## src/rtl/spi_byte_rx.sv

```systemverilog
// SPI (mode 0) slave receiver. It synchronises sclk, ss_n and mosi into clk,
// assembles MSB-first frames and buffers them in a first-word-fall-through FIFO.
`timescale 1ns/1ps
module spi_byte_rx #(
    parameter int DATA_W      = 8,
    parameter int FIFO_DEPTH  = 4,
    parameter int SYNC_STAGES = 2
) (
    input  logic                            clk,
    input  logic                            rst,
    input  logic                            sclk,
    input  logic                            ss_n,
    input  logic                            mosi,
    output logic [DATA_W-1:0]               dout,
    output logic                            dout_valid,
    input  logic                            dout_ready,
    output logic [$clog2(FIFO_DEPTH):0]     fifo_count,
    output logic                            overflow,
    output logic                            frame_err
);

    localparam int CNT_W  = (DATA_W > 1) ? $clog2(DATA_W) : 1;
    localparam int PTR_W  = (FIFO_DEPTH > 1) ? $clog2(FIFO_DEPTH) : 1;
    localparam int FCNT_W = $clog2(FIFO_DEPTH) + 1;

    typedef enum logic {IDLE, RECV} state_t;

    logic [SYNC_STAGES-1:0] sclk_sync_reg;
    logic [SYNC_STAGES-1:0] ss_n_sync_reg;
    logic [SYNC_STAGES-1:0] mosi_sync_reg;

    // Each stage resets to the line's idle level so no false edge follows reset.
    generate
        for (genvar gi = 0; gi < SYNC_STAGES; gi++) begin : g_sync
            if (gi == 0) begin : g_first
                always_ff @(posedge clk or posedge rst) begin
                    if (rst) begin
                        sclk_sync_reg[gi] <= 1'b0;
                        ss_n_sync_reg[gi] <= 1'b1;
                        mosi_sync_reg[gi] <= 1'b0;
                    end else begin
                        sclk_sync_reg[gi] <= sclk;
                        ss_n_sync_reg[gi] <= ss_n;
                        mosi_sync_reg[gi] <= mosi;
                    end
                end
            end else begin : g_next
                always_ff @(posedge clk or posedge rst) begin
                    if (rst) begin
                        sclk_sync_reg[gi] <= 1'b0;
                        ss_n_sync_reg[gi] <= 1'b1;
                        mosi_sync_reg[gi] <= 1'b0;
                    end else begin
                        sclk_sync_reg[gi] <= sclk_sync_reg[gi-1];
                        ss_n_sync_reg[gi] <= ss_n_sync_reg[gi-1];
                        mosi_sync_reg[gi] <= mosi_sync_reg[gi-1];
                    end
                end
            end
        end
    endgenerate

    logic sclk_s, ss_n_s, mosi_s;
    assign sclk_s = sclk_sync_reg[SYNC_STAGES-1];
    assign ss_n_s = ss_n_sync_reg[SYNC_STAGES-1];
    assign mosi_s = mosi_sync_reg[SYNC_STAGES-1];

    state_t             state_reg;
    logic [CNT_W-1:0]   bit_cnt_reg;
    logic [DATA_W-2:0]  shift_reg;
    logic               sclk_prev_reg;
    logic               frame_err_reg;

    logic               sclk_rise;
    logic               last_bit;
    logic               push;
    logic [DATA_W-1:0]  shift_next;

    assign sclk_rise  = sclk_s & ~sclk_prev_reg;
    assign last_bit   = (bit_cnt_reg == CNT_W'(DATA_W - 1));
    assign shift_next = {shift_reg, mosi_s};
    // The final bit goes straight into the FIFO word; the shift register holds only DATA_W-1 bits.
    assign push       = (state_reg == RECV) && !ss_n_s && sclk_rise && last_bit;

    always_ff @(posedge clk or posedge rst) begin
        if (rst) begin
            state_reg     <= IDLE;
            bit_cnt_reg   <= '0;
            shift_reg     <= '0;
            sclk_prev_reg <= 1'b0;
            frame_err_reg <= 1'b0;
        end else begin
            sclk_prev_reg <= sclk_s;
            frame_err_reg <= 1'b0;
            case (state_reg)
                IDLE: begin
                    bit_cnt_reg <= '0;
                    shift_reg   <= '0;
                    if (!ss_n_s)
                        state_reg <= RECV;
                end
                RECV: begin
                    if (ss_n_s) begin
                        state_reg     <= IDLE;
                        bit_cnt_reg   <= '0;
                        shift_reg     <= '0;
                        frame_err_reg <= (bit_cnt_reg != '0);
                    end else if (sclk_rise) begin
                        shift_reg   <= shift_next[DATA_W-2:0];
                        bit_cnt_reg <= last_bit ? '0 : bit_cnt_reg + 1'b1;
                    end
                end
                default: state_reg <= IDLE;
            endcase
        end
    end

    assign frame_err = frame_err_reg;

    logic [DATA_W-1:0]  mem [FIFO_DEPTH];
    logic [PTR_W-1:0]   wr_ptr_reg;
    logic [PTR_W-1:0]   rd_ptr_reg;
    logic [FCNT_W-1:0]  count_reg;
    logic               overflow_reg;
    logic               full;
    logic               pop;
    logic               wr_en;

    assign full       = (count_reg == FCNT_W'(FIFO_DEPTH));
    assign dout_valid = (count_reg != '0);
    assign pop        = dout_valid & dout_ready;
    assign wr_en      = push & (~full | pop);

    always_ff @(posedge clk) begin
        if (wr_en)
            mem[wr_ptr_reg] <= shift_next;
    end

    always_ff @(posedge clk or posedge rst) begin
        if (rst) begin
            wr_ptr_reg   <= '0;
            rd_ptr_reg   <= '0;
            count_reg    <= '0;
            overflow_reg <= 1'b0;
        end else begin
            if (wr_en)
                wr_ptr_reg <= (wr_ptr_reg == PTR_W'(FIFO_DEPTH - 1)) ? '0 : wr_ptr_reg + 1'b1;
            if (pop)
                rd_ptr_reg <= (rd_ptr_reg == PTR_W'(FIFO_DEPTH - 1)) ? '0 : rd_ptr_reg + 1'b1;
            case ({wr_en, pop})
                2'b10:   count_reg <= count_reg + 1'b1;
                2'b01:   count_reg <= count_reg - 1'b1;
                default: count_reg <= count_reg;
            endcase
            if (push && full && !pop)
                overflow_reg <= 1'b1;
        end
    end

    assign fifo_count = count_reg;
    assign overflow   = overflow_reg;
    assign dout       = dout_valid ? mem[rd_ptr_reg] : '0;

endmodule

```

## config.mk

```make
export PLATFORM = sky130hd
export DESIGN_NAME = spi_byte_rx
export DESIGN_NICKNAME = d
export VERILOG_FILES = /design/src/rtl/spi_byte_rx.sv
export SDC_FILE = /design/constraint.sdc
export NUM_CORES = 1
export LEC_CHECK = 0
export BUFFER_PORTS_ARGS = -buffer_cell sky130_fd_sc_hd__clkbuf_2
export CELL_PAD_IN_SITES_DETAIL_PLACEMENT = 0
export CELL_PAD_IN_SITES_GLOBAL_PLACEMENT = 2
export CORE_MARGIN = 2
export CORE_UTILIZATION = 46
export CTS_CLUSTER_DIAMETER = 30
export DETAILED_ROUTE_END_ITERATION = 7
export GPL_ROUTABILITY_DRIVEN = 0
export PLACE_DENSITY_LB_ADDON = 0.1
export SLEW_MARGIN = 30
export SYNTH_ARGS = -nofsm -noshare
export SYNTH_HDL_FRONTEND = slang
export SYNTH_SLANG_ARGS = --single-unit
```

## constraint.sdc

```tcl
create_clock -name clk -period 6.8 [get_ports clk]
set_clock_uncertainty 0.2 [all_clocks]
set_input_delay 1.36 -clock clk [delete_from_list [all_inputs] [get_ports clk]]
set_output_delay 1.36 -clock clk [all_outputs]
set_load 0.01 [all_outputs]
```

==> impl_metrics.py, run 1 <==
metrics = {
    "outcome": {
        "status": "finished clean",
    },
    "final_layout": {
        "largest_reg_flops": 32,
        "drive_above_1_share_pct": 34.5,
        "nNetsFinal": 182,
        "fin_util_pct": 53.9,
        "fill_cells": 421,
        "final_common_cell": "edfxtp_1",
        "antennaDiodeCount": 0,
        "syn_to_final_growth_pct": 14.5,
        "final_cell_area_um2": 2720,
        "final_cell_mix": "edfxtp_1 (32), dfrtp_1 (25), clkbuf_2 (19), inv_1 (13)",
    },
    "floorplanning": {
        "die-area_um2": 5750,
        "io_pins": 20,
        "die_w_um": 75.9,
        "start_util_pct": 47.1,
        "num_rows": 26,
        "die_y_um": 75.9,
        "coreArea_um2": 5040,
    },
    "sta": {
        "finalCriticalPeriod_ns": 3.54,
        "grt_setup_unrepaired": "no",
        "min_period_over_period_pct": 52.0,
        "final.setup.tns_ns": 0,
        "slew_headroom_pct": 43.3,
        "setup_violations": 0,
        "holdWs_ns": 0.149,
        "timing.fmax_ghz": 0.283,
        "worst_pin_slew_ns": 0.847,
        "hold_violations": 0,
        "final_max_slew_viol_count": 0,
    },
    "synthesis": {
        "synth_area_leaders": "edfxtp_1 (40%), dfrtp_1 (26%), mux4_2 (7.6%)",
        "yosys_warnings": 0,
        "synth.ff_latch_count": 59,
        "seq_area_frac_synth_pct": 69.0,
        "yosysUniqueCellTypes": 28,
        "synthCells": 141,
        "syn_area_um2": 2370,
        "syn_avg_cell_area_um2": 16.8,
        "synth_top_area_cell": "edfxtp_1",
        "syn-num-nets": 157,
        "synth_top_area_share_pct": 40.5,
    },
    "clocking": {
        "clk_path_buf_depth": 2,
        "numCtsBuffers": 9,
        "cts_resized": 0,
        "htree_levels": 3,
        "cts-root-buf": "clkbuf_8",
        "post_cts_buffers": 0,
        "cts_tree": "yes",
        "cts.sinks": 59,
        "path_clk_slew_ns": 0.06,
        "insertion_delay_ns": 0.33,
        "postCtsHoldBufs": 0,
    },
    "hold_path": {
        "hold_class": "register to register",
        "worst_hold_startpoint": "mosi_sync_reg[0]$_DFF_PP0_",
    },
    "setup_path": {
        "crit_start": "rd_ptr_reg[0]$_DFFE_PP0P_",
        "startpoint_type": "register",
        "cp_data_required_time_ns": 5.24,
        "critical_path_class": "register to output port",
        "r2r-start": "fifo_count[0]$_DFFE_PP0P_",
        "arrival_ns": 1.98,
        "critPathCaptureType": "output port",
        "cp_max_fo": 11,
    },
    "global_routing": {
        "grt_pass1_wl_um": 6000,
        "gr-usage-all-layers_pct": 15.4,
        "antenna_found_initial": 0,
        "grt_pass1_vias": 1173,
        "overflow": 0,
        "grt_max_degree": 28,
    },
    "route": {
        "viasPerCell": 5.00,
        "ant_nets": 0,
        "drc": 0,
        "num_vias": 1204,
        "drtIter0Drc": 48,
        "wl_per_cell_um": 15.6,
        "dr.pass1.iters": 4,
        "wirelength_um": 3770,
    },
    "place": {
        "numPortBuffers": 19,
        "dpl.hpwl_um": 2420,
        "dpl_cell_area_um2": 2530,
    },
    "job": {
        "cap_violations": 0,
    },
    "pwr": {
        "powerDensity_nw_per_um2": 255,
        "leakage_nw": 1.12,
        "ir_worst_vdd_mv": 0.131,
    },
}
==> worst max-delay path: stages (launching register included) <==
cell      delay (ns)
dfrtp_1         0.73
mux4_2          0.59
and2_2          0.20
clkbuf_2        0.12
==> routing by layer <==
layer,wire [um],track usage [%],up-vias,part of all wire [%]
li1,-,-,561,-
met1,1730,19.8,613,46
met2,1810,22.9,21,48
met3,142,4.76,9,3.8
met4,85,9.36,0,2.3
met5,0,0,-,0
==> report_power, final <==
group | internal (mW) | switching [mW]
registers | 0.378 | 0.00195
logic | 0.00242 | 0.00589
clock network | 0.178 | 0.126
==> synthesized netlist by cell type <==
master	instances
a21oi_1	1
a22o_1	10
a31o_2	1
and2_2	8
and2_4	1
and3_1	1
and4bb_2	1
buf_2	1
buf_6	1
clkbuf_1	3
dfrtp_1	25
dfstp_2	2
edfxtp_1	32
fa_1	1
ha_1	9
inv_1	14
mux2_2	2
mux2_4	2
mux4_2	8
nand2_1	2
nand2b_1	1
nand3b_2	1
nor2_1	8
nor4b_1	1
o21ai_0	1
or3_1	1
xnor2_1	1
xor2_1	2
==> stage by stage <==
step | power [mW] | setup slack, ns | instances
after floorplan | 0.392 | 3.67 | 141
after global placement | 0.395 | 3.45 | 225
after detailed placement | 0.396 | 3.39 | 225
after CTS | 0.700 | 3.20 | 241
after global routing | 0.715 | 3.10 | 241
final | 0.693 | 3.26 | 241
==> cells by family after synthesis <==
logic type	Yosys count	share of synthesized area, %
compound gates	13	4.48
buf+inv	19	3.37
mux	12	9.80
xor+xnor	3	1.11
flops	59	69.0
simple gates	25	6.64
fa+ha+maj	10	5.58
==> final cells by class <==
type	instances	area (um2)	share of cell area, %
clock buffers	13	149	5.48
clock inverters	3	40.0	1.47
inverters	14	52.6	1.93
multi-input cells	63	656	24.1
flip-flops and latches	59	1640	60.3
well taps	70	87.6	3.22
repair buffers	19	95.1	3.50
==> worst paths after layout <==
path,slack [ns],cells after the start,to
worst max-delay path,3.26,3,dout[2]
worst min-delay path,0.15,0,mosi_s$_DFF_PP0_
worst max register to register,4.37,8,fifo_count[2]$_DFFE_PP0P_
worst min register to register,0.15,0,mosi_s$_DFF_PP0_
max in group asynchronous,5.16,2,shift_reg[0]$_DFFE_PP0P_
min in group asynchronous,0.87,2,wr_ptr_reg[0]$_DFFE_PP0P_
Power figures use the tool's default switching activity.
==> run 2, diff against run 1 <==
- ABC_AREA: not set -> 1
- CORE_UTILIZATION: 46 -> 35
- clock period: 6.8 -> 3.1 ns (I/O delays scaled with it)
==> run 2 against run 1 <==
  * Worst setup slack worse by 2.7 ns
  * Register-to-register slack got worse by 3.5 ns
  * Routed wire length rose by 21%
  * Global-route usage is 1.7 points lower
  * Critical path depth grew 3
  * Via count is 25% higher
  * Total power grew to 3.3 times the previous value
  * Worst hold slack got worse by 0.028 ns
  * First-iteration DRC count is 96% higher
  * Largest cell class unchanged
==> impl_metrics.py, run 2 <==
metrics = {
    "synthesis": {
        "synth_top_area_share_pct": 38.5,
        "synthCells": 219,
        "async_flop_share_pct": 45.8,
        "syn-num-nets": 235,
        "synthTopCellsByCount": "nand2_1 (50), edfxtp_1 (32), dfrtp_1 (25), inv_1 (25), nor2_1 (24)",
        "synth_top_area_cell": "edfxtp_1",
        "seq_area_frac_synth_pct": 65.7,
        "syn_area_um2": 2490,
        "synth-edff-count": 32,
        "synthFlopType": "edfxtp_1",
        "yosysUniqueCellTypes": 26,
        "syn_avg_cell_area_um2": 11.4,
        "yosysMostFrequentCell": "nand2_1",
        "synth.ff_latch_count": 59,
        "yosys_warnings": 0,
        "synth_area_leaders": "edfxtp_1 (39%), dfrtp_1 (25%), nand2_1 (7.5%)",
    },
    "sta": {
        "hold_violations": 0,
        "finalCriticalPeriod_ns": 2.53,
        "setup_violations": 0,
        "min_period_over_period_pct": 81.5,
        "timing.fmax_ghz": 0.396,
        "worst_pin_slew_ns": 0.366,
        "final.setup.tns_ns": 0,
        "slew_headroom_pct": 75.6,
        "holdWs_ns": 0.121,
        "final_max_slew_viol_count": 0,
        "setup_slack_ns": 0.572,
        "grt_setup_unrepaired": "no",
    },
    "final_layout": {
        "nNetsFinal": 267,
        "syn_to_final_growth_pct": 17.3,
        "largest_reg_flops": 32,
        "final_common_cell": "nand2_1",
        "drive_above_1_share_pct": 20.3,
        "antennaDiodeCount": 0,
        "final_cell_area_um2": 2920,
        "final_cell_mix": "nand2_1 (50), edfxtp_1 (32), inv_1 (25), dfrtp_1 (25), nor2_1 (24)",
        "fin_util_pct": 42.8,
    },
    "floorplanning": {
        "coreArea_um2": 6830,
        "die_w_um": 88.4,
        "io_pins": 20,
        "die_y_um": 88.4,
        "num_rows": 30,
        "die-area_um2": 7820,
        "start_util_pct": 36.5,
    },
    "setup_path": {
        "slowest_delay_ns": 0.56,
        "reg2reg_to": "fifo_count[2]$_DFFE_PP0P_",
        "r2r-start": "bit_cnt_reg[0]$_DFFE_PP0P_",
        "critical_path_class": "register to output port",
        "worstRegToRegCells": 9,
        "startpoint_type": "register",
        "critPathCaptureType": "output port",
        "arrival_ns": 1.71,
        "rrSetupSlack_ns": 0.86,
        "cp_common_cell": "nor2_1",
        "slowest_stage": "dfrtp_1",
        "cp_max_fo": 11,
        "path_cells": "buf_4 > nor2_1 > nor2_1 > o21ai_0 > a21oi_1 > clkbuf_2",
        "cp_data_required_time_ns": 2.28,
    },
    "pwr": {
        "leakage_nw": 1.26,
        "ir_worst_vdd_mv": 0.263,
        "powerDensity_nw_per_um2": 773,
    },
    "place": {
        "dpl_cell_area_um2": 2720,
        "dpl.hpwl_um": 2950,
        "numPortBuffers": 19,
        "post-place-ws_ns": 0.766,
    },
    "clocking": {
        "cts-root-buf": "clkbuf_8",
        "post_cts_buffers": 0,
        "cts_tree": "yes",
        "cts.sinks": 59,
        "numCtsBuffers": 9,
        "clk_path_buf_depth": 2,
        "cts_resized": 0,
        "path_clk_slew_ns": 0.07,
        "postCtsHoldBufs": 0,
        "htree_levels": 3,
        "insertion_delay_ns": 0.33,
    },
    "route": {
        "drtIter0Drc": 94,
        "viasPerCell": 4.27,
        "num_vias": 1503,
        "wl_per_cell_um": 12.9,
        "ant_nets": 0,
        "dr.pass1.iters": 4,
        "wirelength_um": 4540,
        "drc": 0,
    },
    "job": {
        "cap_violations": 0,
    },
    "global_routing": {
        "antenna_found_initial": 0,
        "grt_pass1_vias": 1530,
        "overflow": 0,
        "grt_pass1_wl_um": 7670,
        "grt_max_degree": 28,
        "gr-usage-all-layers_pct": 13.7,
    },
    "hold_path": {
        "hold_class": "primary input to async pin",
    },
    "outcome": {
        "status": "finished clean",
    },
}
[run 2: layer usage]
| layer | track usage [%] | up-vias | share of wire [%] |
|---|---|---|---|
| met5 | 0 | - | 0 |
| met4 | 6.61 | 0 | 2.0 |
| met3 | 4.48 | 7 | 2.8 |
| met2 | 21.1 | 22 | 47 |
| met1 | 17.6 | 695 | 48 |
| li1 | - | 779 | - |
[run 2: per-stage QoR]
stage / power [mW] / instances
final: 2.26 / 352
after global placement: 1.55 / 336
after CTS: 2.29 / 352
after global routing: 2.43 / 352
after detailed placement: 1.54 / 336
after floorplan: 1.37 / 219
[run 2: kinds of logic after synthesis]
logic type | synth area share (%)
AOI/OAI and AO/OA | 6.62
xor gates and xnor gates | 0.703
adders and majority gates | 5.32
buffers and inverters | 6.02
DFF | 65.7
and+or+nand+nor | 15.6
[run 2: worst max-delay path by stage]
stage | startpoint | cells past startpoint | end
after global routing | rd_ptr_reg[0]$_DFFE_PP0P_ | 6 | dout[2]
after floorplan | bit_cnt_reg[0]$_DFFE_PP0P_ | 9 | fifo_count[2]$_DFFE_PP0P_
after CTS | rd_ptr_reg[0]$_DFFE_PP0P_ | 6 | dout[2]
after detailed placement | dout_ready | 10 | fifo_count[2]$_DFFE_PP0P_
after global placement | dout_ready | 10 | fifo_count[2]$_DFFE_PP0P_
final | rd_ptr_reg[0]$_DFFE_PP0P_ | 6 | dout[2]
[run 2: power breakdown]
| group | switching [mW] | total [mW] | internal (mW) |
|---|---|---|---|
| Combinational | 0.378 | 0.593 | 0.215 |
| Clock | 0.296 | 0.746 | 0.450 |
| Sequential | 0.0576 | 0.921 | 0.864 |
[run 2: layout make-up]
type | count | area (um2)
clock buffers | 11 | 131
clock inverters | 5 | 77.6
well taps | 96 | 120
repair buffers | 25 | 140
flip-flops and latches | 59 | 1640
fillers | 664 | 3910
inverters | 29 | 111
multi-input cells | 127 | 704
[run 2: worst max-delay path, delay by kind of cell, from the launching register on]
| kind | cells | cell delay [ns] |
|---|---|---|
| buf+inv | 2 | 0.42 |
| flops | 1 | 0.56 |
| compound gates | 2 | 0.26 |
| simple gates | 2 | 0.13 |
==> run 3, diff against run 2 <==
- ABC_AREA: 1 -> 0
- CORE_UTILIZATION: 35 -> 43
- clock period: 3.1 -> 2.55 ns (I/O delays scaled with it)
==> run 3 against run 2 <==
  * Sequential share of layout area increased by 3.5 points
  * Sequential cell count unchanged
  * Routed wire length is 16% lower
  * Total power decreased by 23%
  * Utilization increased by 8.3 points
  * Global-route usage grew 0.73 points
  * Design area down 5.6%
  * Critical path type unchanged
  * Largest cell class unchanged
  * Largest power group unchanged
==> impl_metrics.py, run 3 (synthesis results as in run 1) <==
metrics = {
    "job": {
        "cap_violations": 0,
    },
    "clocking": {
        "cts-root-buf": "clkbuf_8",
        "path_clk_slew_ns": 0.06,
        "cts_tree": "yes",
        "postCtsHoldBufs": 0,
        "clk_path_buf_depth": 2,
        "htree_levels": 3,
        "numCtsBuffers": 9,
        "insertion_delay_ns": 0.32,
        "cts.sinks": 59,
    },
    "final_layout": {
        "fin_util_pct": 51.1,
        "fill_cells": 484,
        "largest_reg_flops": 32,
        "final_common_cell": "edfxtp_1",
        "drive_above_1_share_pct": 37.4,
        "nNetsFinal": 190,
        "final_cell_mix": "edfxtp_1 (32), dfrtp_1 (24), clkbuf_2 (19), inv_1 (14)",
        "antennaDiodeCount": 0,
        "syn_to_final_growth_pct": 16.2,
    },
    "global_routing": {
        "globalRouteMet1Util_pct": 17.9,
        "grt_pass1_vias": 1260,
        "antenna_found_initial": 0,
        "gr-usage-all-layers_pct": 14.4,
        "grt_pass1_wl_um": 6460,
        "overflow": 0,
        "gr-usage-met3_pct": 3.79,
        "grt_max_degree": 28,
        "busiest_layer": "met2",
        "use_met2_pct": 22.4,
    },
    "setup_path": {
        "slowest_delay_ns": 0.54,
        "reg2reg_to": "fifo_count[2]$_DFFE_PP0P_",
        "cp_max_fo": 11,
        "critical_path_class": "register to output port",
        "timing.critical_path.buf_inv": 1,
        "r2r-start": "fifo_count[0]$_DFFE_PP0P_",
        "startpoint_type": "register",
        "path_cells": "mux4_2 > and2_2 > clkbuf_2",
        "slowest_stage": "dfrtp_4",
        "critPathTopFamily": "flip-flops",
        "rrSetupSlack_ns": 0.20,
        "worstRegToRegCells": 8,
        "cp_data_required_time_ns": 1.84,
        "critPathCaptureType": "output port",
        "arrival_ns": 1.72,
    },
    "sta": {
        "hold_violations": 0,
        "final.setup.tns_ns": 0,
        "setup_violations": 0,
        "finalCriticalPeriod_ns": 2.43,
        "grt_setup_unrepaired": "no",
        "timing.fmax_ghz": 0.412,
        "final_max_slew_viol_count": 0,
        "worst_pin_slew_ns": 0.451,
        "setup_slack_ns": 0.121,
        "slew_headroom_pct": 69.9,
        "min_period_over_period_pct": 95.3,
    },
    "place": {
        "numPortBuffers": 19,
        "dpl.hpwl_um": 2620,
        "post-place-ws_ns": 0.120,
    },
    "floorplanning": {
        "num_rows": 27,
        "die_y_um": 78.3,
        "die_w_um": 78.3,
        "coreArea_um2": 5410,
        "die-area_um2": 6130,
        "io_pins": 20,
        "start_util_pct": 43.9,
    },
    "route": {
        "ant_nets": 0,
        "dr.pass1.iters": 4,
        "wirelength_um": 3810,
        "wl_per_cell_um": 15.2,
        "drtIter0Drc": 40,
        "viasPerCell": 4.86,
        "num_vias": 1219,
        "drc": 0,
    },
    "pwr": {
        "powerDensity_nw_per_um2": 628,
        "ir_worst_vdd_mv": 0.343,
        "leakage_nw": 1.15,
    },
    "hold_path": {
        "hold_class": "primary input to async pin",
    },
    "outcome": {
        "status": "finished clean",
    },
}
==> run 3: through the flow <==
stage | std cells | hold WS (ns) | cell area (um2) | power [mW]
6_report | 251 | 0.0198 | 2760 | 1.73
5_1_grt | 251 | 0.0444 | 2760 | 1.81
4_1_cts | 251 | 0.0175 | 2760 | 1.76
3_5_place_dp | 235 | 0.141 | 2590 | 1.06
3_3_place_gp | 235 | 0.131 | 2590 | 1.06
2_1_floorplan | 141 | 0.131 | 2370 | 1.05
==> run 3: worst register-to-register path, delay by kind of cell (launching register included) <==
family	cells	cell delay (ns)
xor+xnor	2	0.32
buf+inv	1	0.06
simple gates	3	0.70
fa+ha+maj	2	0.55
flops	1	0.44
==> run 3: timing repair <==
item / CTS / global route
gates resized for setup: 1 / 1
setup buffers: 0 / 0
setup endpoints to repair: 8 / 8
==> run 3: area by class of cell <==
class	count	area, um2	area share, %
repair buffers	27	155	5.62
clock inverters	3	15.0	0.544
well taps	72	90.1	3.26
clock buffers	13	149	5.39
multi-input cells	63	656	23.8
flip-flops and latches	59	1640	59.5
inverters	14	52.6	1.90
==> run 3: layer usage <==
layer	vias up	wire [um]
met4	0	46
met3	4	147
met2	24	1850
met1	618	1760
met5	-	0
li1	573	-
==> run 3: power breakdown <==
group | total (mW) | internal, mW | switching (mW)
Sequential | 1.01 | 1.01 | 0.00512
Combinational | 0.0229 | 0.00784 | 0.0151
Clock | 0.698 | 0.375 | 0.323
==> run 3: worst max-delay path by stage <==
stage                               from                   endpoint  slack, ns  depth (start not counted)
5_1_grt        fifo_count[0]$_DFFE_PP0P_  fifo_count[2]$_DFFE_PP0P_       0.02                          8
2_1_floorplan                 dout_ready  fifo_count[2]$_DFFE_PP0P_       0.27                          8
4_1_cts        rd_ptr_reg[0]$_DFFE_PP0P_                    dout[1]       0.03                          3
6_report       rd_ptr_reg[0]$_DFFE_PP0P_                    dout[1]       0.12                          3
3_3_place_gp                  dout_ready  fifo_count[2]$_DFFE_PP0P_       0.19                          9
3_5_place_dp                  dout_ready  fifo_count[2]$_DFFE_PP0P_       0.12                          9
